===== config.mk =====
export PLATFORM = sky130hd
export DESIGN_NAME = dtc_vote_accumulator
export DESIGN_NICKNAME = d
export VERILOG_FILES = /design/src/rtl/dtc_vote_accumulator.sv
export SDC_FILE = /design/constraint.sdc
export NUM_CORES = 1
export LEC_CHECK = 0
export CAP_MARGIN = 30
export CORE_MARGIN = 2
export CORE_UTILIZATION = 45
export CTS_CLUSTER_SIZE = 40
export DETAILED_ROUTE_END_ITERATION = 12
export GPL_TIMING_DRIVEN = 0
export PLACE_DENSITY = 0.74
export SYNTH_ARGS = -nofsm -noshare
export SYNTH_HDL_FRONTEND = slang
export SYNTH_SLANG_ARGS = --single-unit

===== constraint.sdc =====
create_clock -name clk -period 4.01 [get_ports clk]
set_input_delay 0.6015 -clock clk [delete_from_list [all_inputs] [get_ports clk]]
set_output_delay 0.6015 -clock clk [all_outputs]
set_load 0.005 [all_outputs]

===== src/rtl/dtc_vote_accumulator.sv =====
// Vote accumulator for decision-tree predictions.
// Builds a per-class histogram over a window and emits the majority class.
module dtc_vote_accumulator #(
  parameter int NUM_CLASSES = 8,
  parameter int CLS_W       = 3,
  parameter int WINDOW      = 16,
  parameter int CNT_W       = 5
) (
  input  logic             clk,
  input  logic             rst,
  input  logic             in_valid,
  output logic             in_ready,
  input  logic [CLS_W-1:0] in_class,
  input  logic             flush,
  output logic             out_valid,
  input  logic             out_ready,
  output logic [CLS_W-1:0] out_class,
  output logic [CNT_W-1:0] out_count,
  output logic [CNT_W-1:0] out_total,
  output logic             out_tie
);

  typedef enum logic [1:0] {
    ACCUM = 2'd0,
    SCAN  = 2'd1,
    OUT   = 2'd2
  } state_t;

  state_t           state;
  logic [CNT_W-1:0] cnt [NUM_CLASSES];
  logic [CNT_W-1:0] samples;
  logic [CLS_W-1:0] idx;
  logic [CNT_W-1:0] best_count;
  logic [CLS_W-1:0] best_class;
  logic             best_tie;

  logic             accept;
  logic             close_win;
  logic             last_bin;
  logic [CNT_W-1:0] bin;
  logic [CNT_W-1:0] nb_count;
  logic [CLS_W-1:0] nb_class;
  logic             nb_tie;

  assign in_ready  = (state == ACCUM);
  assign out_valid = (state == OUT);
  assign accept    = in_valid && in_ready;
  assign last_bin  = (idx == CLS_W'(NUM_CLASSES - 1));

  // A flush only closes the window if it holds at least one sample
  assign close_win =
    (accept && (samples == CNT_W'(WINDOW - 1))) ||
    (in_ready && flush && (accept || samples != '0));

  // Strict compare keeps the lowest index on equal counts
  always_comb begin
    bin      = cnt[idx];
    nb_count = best_count;
    nb_class = best_class;
    nb_tie   = best_tie;
    if (bin > best_count) begin
      nb_count = bin;
      nb_class = idx;
      nb_tie   = 1'b0;
    end else if (bin == best_count && best_count != '0) begin
      nb_tie = 1'b1;
    end
  end

  always_ff @(posedge clk or posedge rst) begin
    if (rst) begin
      state      <= ACCUM;
      for (int i = 0; i < NUM_CLASSES; i++) cnt[i] <= '0;
      samples    <= '0;
      idx        <= '0;
      best_count <= '0;
      best_class <= '0;
      best_tie   <= 1'b0;
      out_class  <= '0;
      out_count  <= '0;
      out_total  <= '0;
      out_tie    <= 1'b0;
    end else begin
      unique case (state)
        ACCUM: begin
          if (accept) begin
            cnt[in_class] <= cnt[in_class] + CNT_W'(1);
            samples       <= samples + CNT_W'(1);
          end
          if (close_win) state <= SCAN;
        end
        SCAN: begin
          best_count <= nb_count;
          best_class <= nb_class;
          best_tie   <= nb_tie;
          idx        <= idx + CLS_W'(1);
          if (last_bin) begin
            out_class <= nb_class;
            out_count <= nb_count;
            out_total <= samples;
            out_tie   <= nb_tie;
            state     <= OUT;
          end
        end
        OUT: begin
          if (out_ready) begin
            for (int i = 0; i < NUM_CLASSES; i++) cnt[i] <= '0;
            samples    <= '0;
            idx        <= '0;
            best_count <= '0;
            best_class <= '0;
            best_tie   <= 1'b0;
            state      <= ACCUM;
          end
        end
        default: state <= ACCUM;
      endcase
    end
  end

endmodule


Word-level counts from Yosys, hierarchy flattened

Cells that the tools add are included.

Logic and storage cells: 82
Input bits: 8
Output and inout bits: 16
Register bits: 73

Eq/ne operators: 9
Add/subtract/negate cells: 3
Magnitude comparators: 4
Reduce and logical (&&, ||, !) cells: 17
Bitwise operators: 2
Multiplexer cells: 29

Operator list:

| operator              | count |
|---|---|
| $mux W40              | 2 |
| $pmux W40 S2          | 1 |
| $bwmux W40            | 1 |
| $mux W5               | 8 |
| $bmux W5 S3           | 2 |
| $pmux W5 S2           | 2 |
| $demux W5 S3          | 1 |
| $pmux W3 S2           | 2 |
| $add A5 B1 Y5 const B | 2 |
| $reduce_bool A5 Y1    | 2 |
| $ge A4 B4 Y1 const B  | 2 |
| $not A3 Y4            | 2 |
| $logic_and A1 B1 Y1   | 6 |
| $mux W2               | 3 |
| $mux W3               | 2 |
| $ne A2 B1 Y1 const B  | 3 |
| $pmux W2 S3           | 1 |
| $reduce_and A3 Y1     | 2 |
| $eq A5 B4 Y1 const B  | 1 |
| $eq A5 B5 Y1          | 1 |
| $gt A5 B5 Y1          | 1 |
| $lt A4 B1 Y1 const B  | 1 |
| $reduce_and A2 Y1     | 2 |
| $reduce_bool A2 Y1    | 2 |
| other kinds (9)       | 12 |

Longest topological paths before layout

Depth in word-level cells: 9
Depth in mapped cells: 11
Gate-level depth less buffers: 9

Worst setup path after synthesis

Ideal clock, no wire load.

Path type: reg-to-reg
Start point: register idx[0]
End point: register best_count[0]
Arrival time: 3.154 ns
Cell stages (with the launch flop): 12
Setup slack: 0.757 ns
Cell sequence: dfrtp_1 clkbuf_1 buf_2 mux4_2 mux2_2 ha_1 and3_1 nand3_1 o31a_1 clkbuf_1 a21oi_1 a311oi_1

Cells in the longest elaborated chain, start to end: 7

RTL lines:

| what                                            | RTL line | source |
|---|---|---|
| start, declared                                 | 32       | `logic [CLS_W-1:0] idx;` |
| start signal, assigned                          | 96       | `idx <= idx + CLS_W'(1);` |
| $not A3 Y4 (implied by the code) (*)            | 57       | `bin = cnt[idx];` |
| $bmux W5 S3 (*)                                 | 57       |  |
| $mux W5 (implied by the code) (*) (2 in series) | 57       |  |
| $gt A5 B5 Y1                                    | 61       | `if (bin > best_count) begin` |
| $mux W5 (*)                                     | 61       |  |
| $pmux W5 S2 (*)                                 | 84       | `unique case (state)` |
| end signal, assigned                            | 93       | `best_count <= nb_count;` |
| end, declared                                   | 33       | `logic [CNT_W-1:0] best_count;` |

Mark *: on every way between the ends. The rest lies on a longest branch, timed or not. The select of a mux whose other input is x is not followed.
A chain may end at the register's enable or synchronous reset.

Final worst setup path

Start point: register idx[0]
End point: register out_count[2]

Cells in the longest elaborated chain, start to end: 6

RTL lines:

| what                                        | RTL line | source |
|---|---|---|
| $not A3 Y4 (implied by the code)            | 57       |  |
| $bmux W5 S3                                 | 57       |  |
| $mux W5 (implied by the code) (2 in series) | 57       |  |
| $gt A5 B5 Y1                                | 61       |  |
| $mux W5                                     | 61       |  |
| end signal, assigned                        | 99       | `out_count <= nb_count;` |
| end, declared                               | 18       | `output logic [CNT_W-1:0] out_count,` |

Parallel ways exist; a longest one is shown, timed or not. The select of a mux whose other input is x is not followed.

==> results.tsv <==
stage	metric	value	unit
timing	setup_viol	0	
finish	multi_input_area	0.002044	mm^2
detailed_routing	routed_wl	9888	um
finish	design_area	0.004602	mm^2
yosys	synth_edf_count	0	
detailed_routing	vias_per_cell	6.298	
finish	synthToLayoutAreaGrowth	13.98	%
yosys	synthCells	364	
timing	rsz0062_at_grt	false	
grt	overflow	0	
yosys	synth-main-ff-cell	dfrtp_1	
placement	placed_cell_area	0.004390	mm^2
timing	fin_tns_setup	0	ns
clock_network	cts_sinks	73	
timing	layout_min_cycle_time	3.678	ns
yosys	synth_top_area_share	0.4524	
power	p_leak	1.985	nW
die	rows	34	
grt	grt_usage	0.2181	
detailed_routing	wl_per_cell	19.39	um
clock_network	htreeDepth	3	
power	pwr-share-comb	0.474	
finish	final_nets	416	
timing	max_slew.worst_pin.slew	0.8960	ns
yosys	yosys.area_share.xor_xnor	0.01333	
yosys	ys_ff_latch	73	
timing	maxSlewViolCount	0	
yosys	synthTopCellsByArea	dfrtp_1, mux4_2, a22o_1, mux2i_1, a21oi_1	
die	die_w	98.73	um
finish	layout_common_cells	dfrtp_1, a21oi_1, a22o_1	
critical_path	path_class	reg -> reg	
power	pwr-share-seq	0.350	
yosys	muxShareOfSynthArea	0.1491	
placement	io_buffers	21	
yosys	avgSynthCellArea	11.09	um^2
critical_path	crit_chain	clkbuf_2 -> buf_2 -> mux4_2 -> mux2_2 -> ha_1 -> and3_1 -> nand3_1 -> o31a_1 -> clkbuf_1 -> mux2i_1 -> o21ai_1	
finish	final_common_cell	dfrtp_1	
critical_path	worst_path_max_delay_cell	mux4_2	
clock_network	root_buffer	clkbuf_8	
yosys	synth_compound_area_frac	0.2042	
critical_path	required	4.25	ns
die	ios	24	
yosys	synth_nets	383	
die	core_area	0.008721	mm^2
critical_path	path_delay_family	multiplexers	
timing	fin_worst_skew	0.01054	ns
critical_path	critical_path.max_fanout	10	
critical_path	max_stage_delay	0.59	ns
die	die_h	98.73	um
run	maxCapViolCount	0	
clock_network	cts.clk_slew.worst_paths	0.08	ns
die	die-area	0.009747	mm^2
yosys	ys_types	54	
critical_path	start_kind	flop	
power	peakVddDrop	0.2374	mV
clock_network	cts_buffers	9	
yosys	yosysTopAreaCell	dfrtp_1	
power	power.density	766.2	mW/mm^2
timing	final.period_utilization	0.9171	
grt	antenna_found_initial	0	
clock_network	cts_tree	done	
yosys	yosys_warnings	0	
power	internal_power	2.140	mW
yosys	synth_fa_ha_area_frac	0.03409	
finish	n_fill_cell	752	
placement	hpwl	7047	um
yosys	synthArstFlopShare	1.000	
power	switching_share	0.3931	
critical_path	worst_setup_path_end_kind	flop	
grt	grt_max_degree	74	
die	start_util	0.4630	
grt	grt_pass1_vias	3178	
detailed_routing	vias	3212	
clock_network	cts_buffer_depth	2	
finish	regArea	0.001827	mm^2
timing	slew_headroom	0.4027	
finish	drive_gt1_frac	0.1517	
worst_hold_path	min_path_type	reg -> reg	
detailed_routing	drc	0	
timing	max_freq	271.9	MHz
detailed_routing	drt_first_pass_iters	5	
yosys	synth_top_family_by_area	compound AO/OA/AOI/OAI gates	
placement	gp_congestion	0.9344	
timing	hold_viol	0	
yosys	synth_area	0.004038	mm^2
detailed_routing	ant_nets	0	
detailed_routing	drt_iter0_markers	259	
yosys	ys_seq_area_frac	0.4524	
critical_path	critPathArrivalTime	3.92	ns
power	p_clk_frac	0.176	
finish	n_antenna_cell	0	
power	p_total	3.526	mW
yosys	synth-simple-area-share	0.1057	
clock_network	clk_latency	0.36	ns
power	switchingPower	1.386	mW
grt	grt_pass1_wl	16600	um
critical_path	crit_buf_inv	3	
outcome	outcome	completed	
==> routing by layer <==
metal / global-route usage / vias up / routed length, um
li1: - / 1443 / -
met1: 0.3052 / 1606 / 4296
met2: 0.3359 / 133 / 4683
met3: 0.04965 / 30 / 628
met4: 0.08008 / 0 / 279
met5: 0 / - / 0
==> worst reg2reg max path: cells and delay by family, from the launching register on <==
family          cells  cell delay [ns]
flops               1             0.36
simple gates        2             0.35
mux                 3             1.25
fa+ha+maj           1             0.27
compound gates      2             0.30
buf+inv             3             1.04
==> cells by family (layout without fill, tap and decap cells) <==
group,Yosys count,after routing
AND/OR/NAND/NOR,85,85
adder cells (fa/ha/maj),11,11
multiplexers,40,40
flip-flops,73,73
AO/OA/AOI/OAI,114,114
buffers and inverters,37,75
XOR/XNOR,4,4
==> sequential cells by signal (all words and copies together), names as in the netlist, 2 cells and up <==
register and count:
idx 3, out_count 5, best_class 3, out_total 5, out_class 3, samples 5
state 2, cnt 40, best_count 5
==> path summary, 6_finish.rpt <==
check / from / cells after the start / to / slack, ns
setup / recovery: idx[0]$_DFFE_PP0P_ / 11 / out_count[2]$_DFFE_PP0P_ / 0.33
hold / removal: out_total[4]$_DFFE_PP0P_ / 2 / out_total[4]$_DFFE_PP0P_ / 0.48
setup reg to reg: idx[0]$_DFFE_PP0P_ / 11 / out_count[2]$_DFFE_PP0P_ / 0.33
hold reg to reg: out_total[4]$_DFFE_PP0P_ / 2 / out_total[4]$_DFFE_PP0P_ / 0.48
max in group asynchronous: rst / 2 / cnt[0]$_DFFE_PP0P_ / 2.64
min in group asynchronous: rst / 2 / cnt[24]$_DFFE_PP0P_ / 0.80
==> per-stage QoR <==
step,instances,worst slack [ns],util,hold slack (ns)
after CTS,510,0.1188,0.5275,0.4883
after detailed placement,494,0.1380,0.5034,0.4702
after global routing,510,0.07923,0.5277,0.5052
final,510,0.3324,0.5277,0.4820
after floorplan,364,0.7567,-,0.4561
after global placement,493,0.2052,0.5026,0.4604
==> power groups by stage <==
stage	Combinational [mW]	Clock, mW	Sequential (mW)
6_report	1.67	0.620	1.23
2_1_floorplan	1.21	0	1.18
4_1_cts	1.67	0.630	1.23
3_3_place_gp	1.61	0	1.23
3_5_place_dp	1.66	0	1.24
5_1_grt	1.86	0.670	1.27
==> cell type report <==
| type | instances | share of cell area |
|---|---|---|
| flip-flops and latches | 73 | 0.3970 |
| clock buffers | 10 | 0.02773 |
| plain buffers | 23 | 0.02501 |
| clock inverters | 6 | 0.01794 |
| repair buffers | 22 | 0.04676 |
| well taps | 108 | 0.02936 |
| inverters | 14 | 0.01196 |
| multi-input cells | 254 | 0.4443 |
==> cells in the mapped netlist, types with 3 or more instances <==
cell,instances
nor3_1,11
or3_1,3
and2_1,3
a32o_1,7
clkbuf_1,13
a22o_1,32
mux2_2,7
o21ai_1,8
nor2_1,19
inv_1,10
nor3_2,3
mux4_2,14
ha_1,11
a21oi_1,33
o22ai_1,5
a31oi_1,4
nor2b_1,6
buf_2,4
o31ai_1,3
o21ai_0,4
a211oi_1,6
nand2_1,22
dfrtp_1,73
inv_2,3
nand2b_1,3
mux2i_1,17
nand3_1,5
==> timing repair <==
| item | in CTS | in global routing |
|---|---|---|
| endpoints found under the setup margin | 0 | 13 |
| buffers inserted | 0 | 0 |
| hold buffers | 0 | 0 |
| resized for setup | 0 | 2 |
No activity file was read; power rests on OpenSTA's default activity.
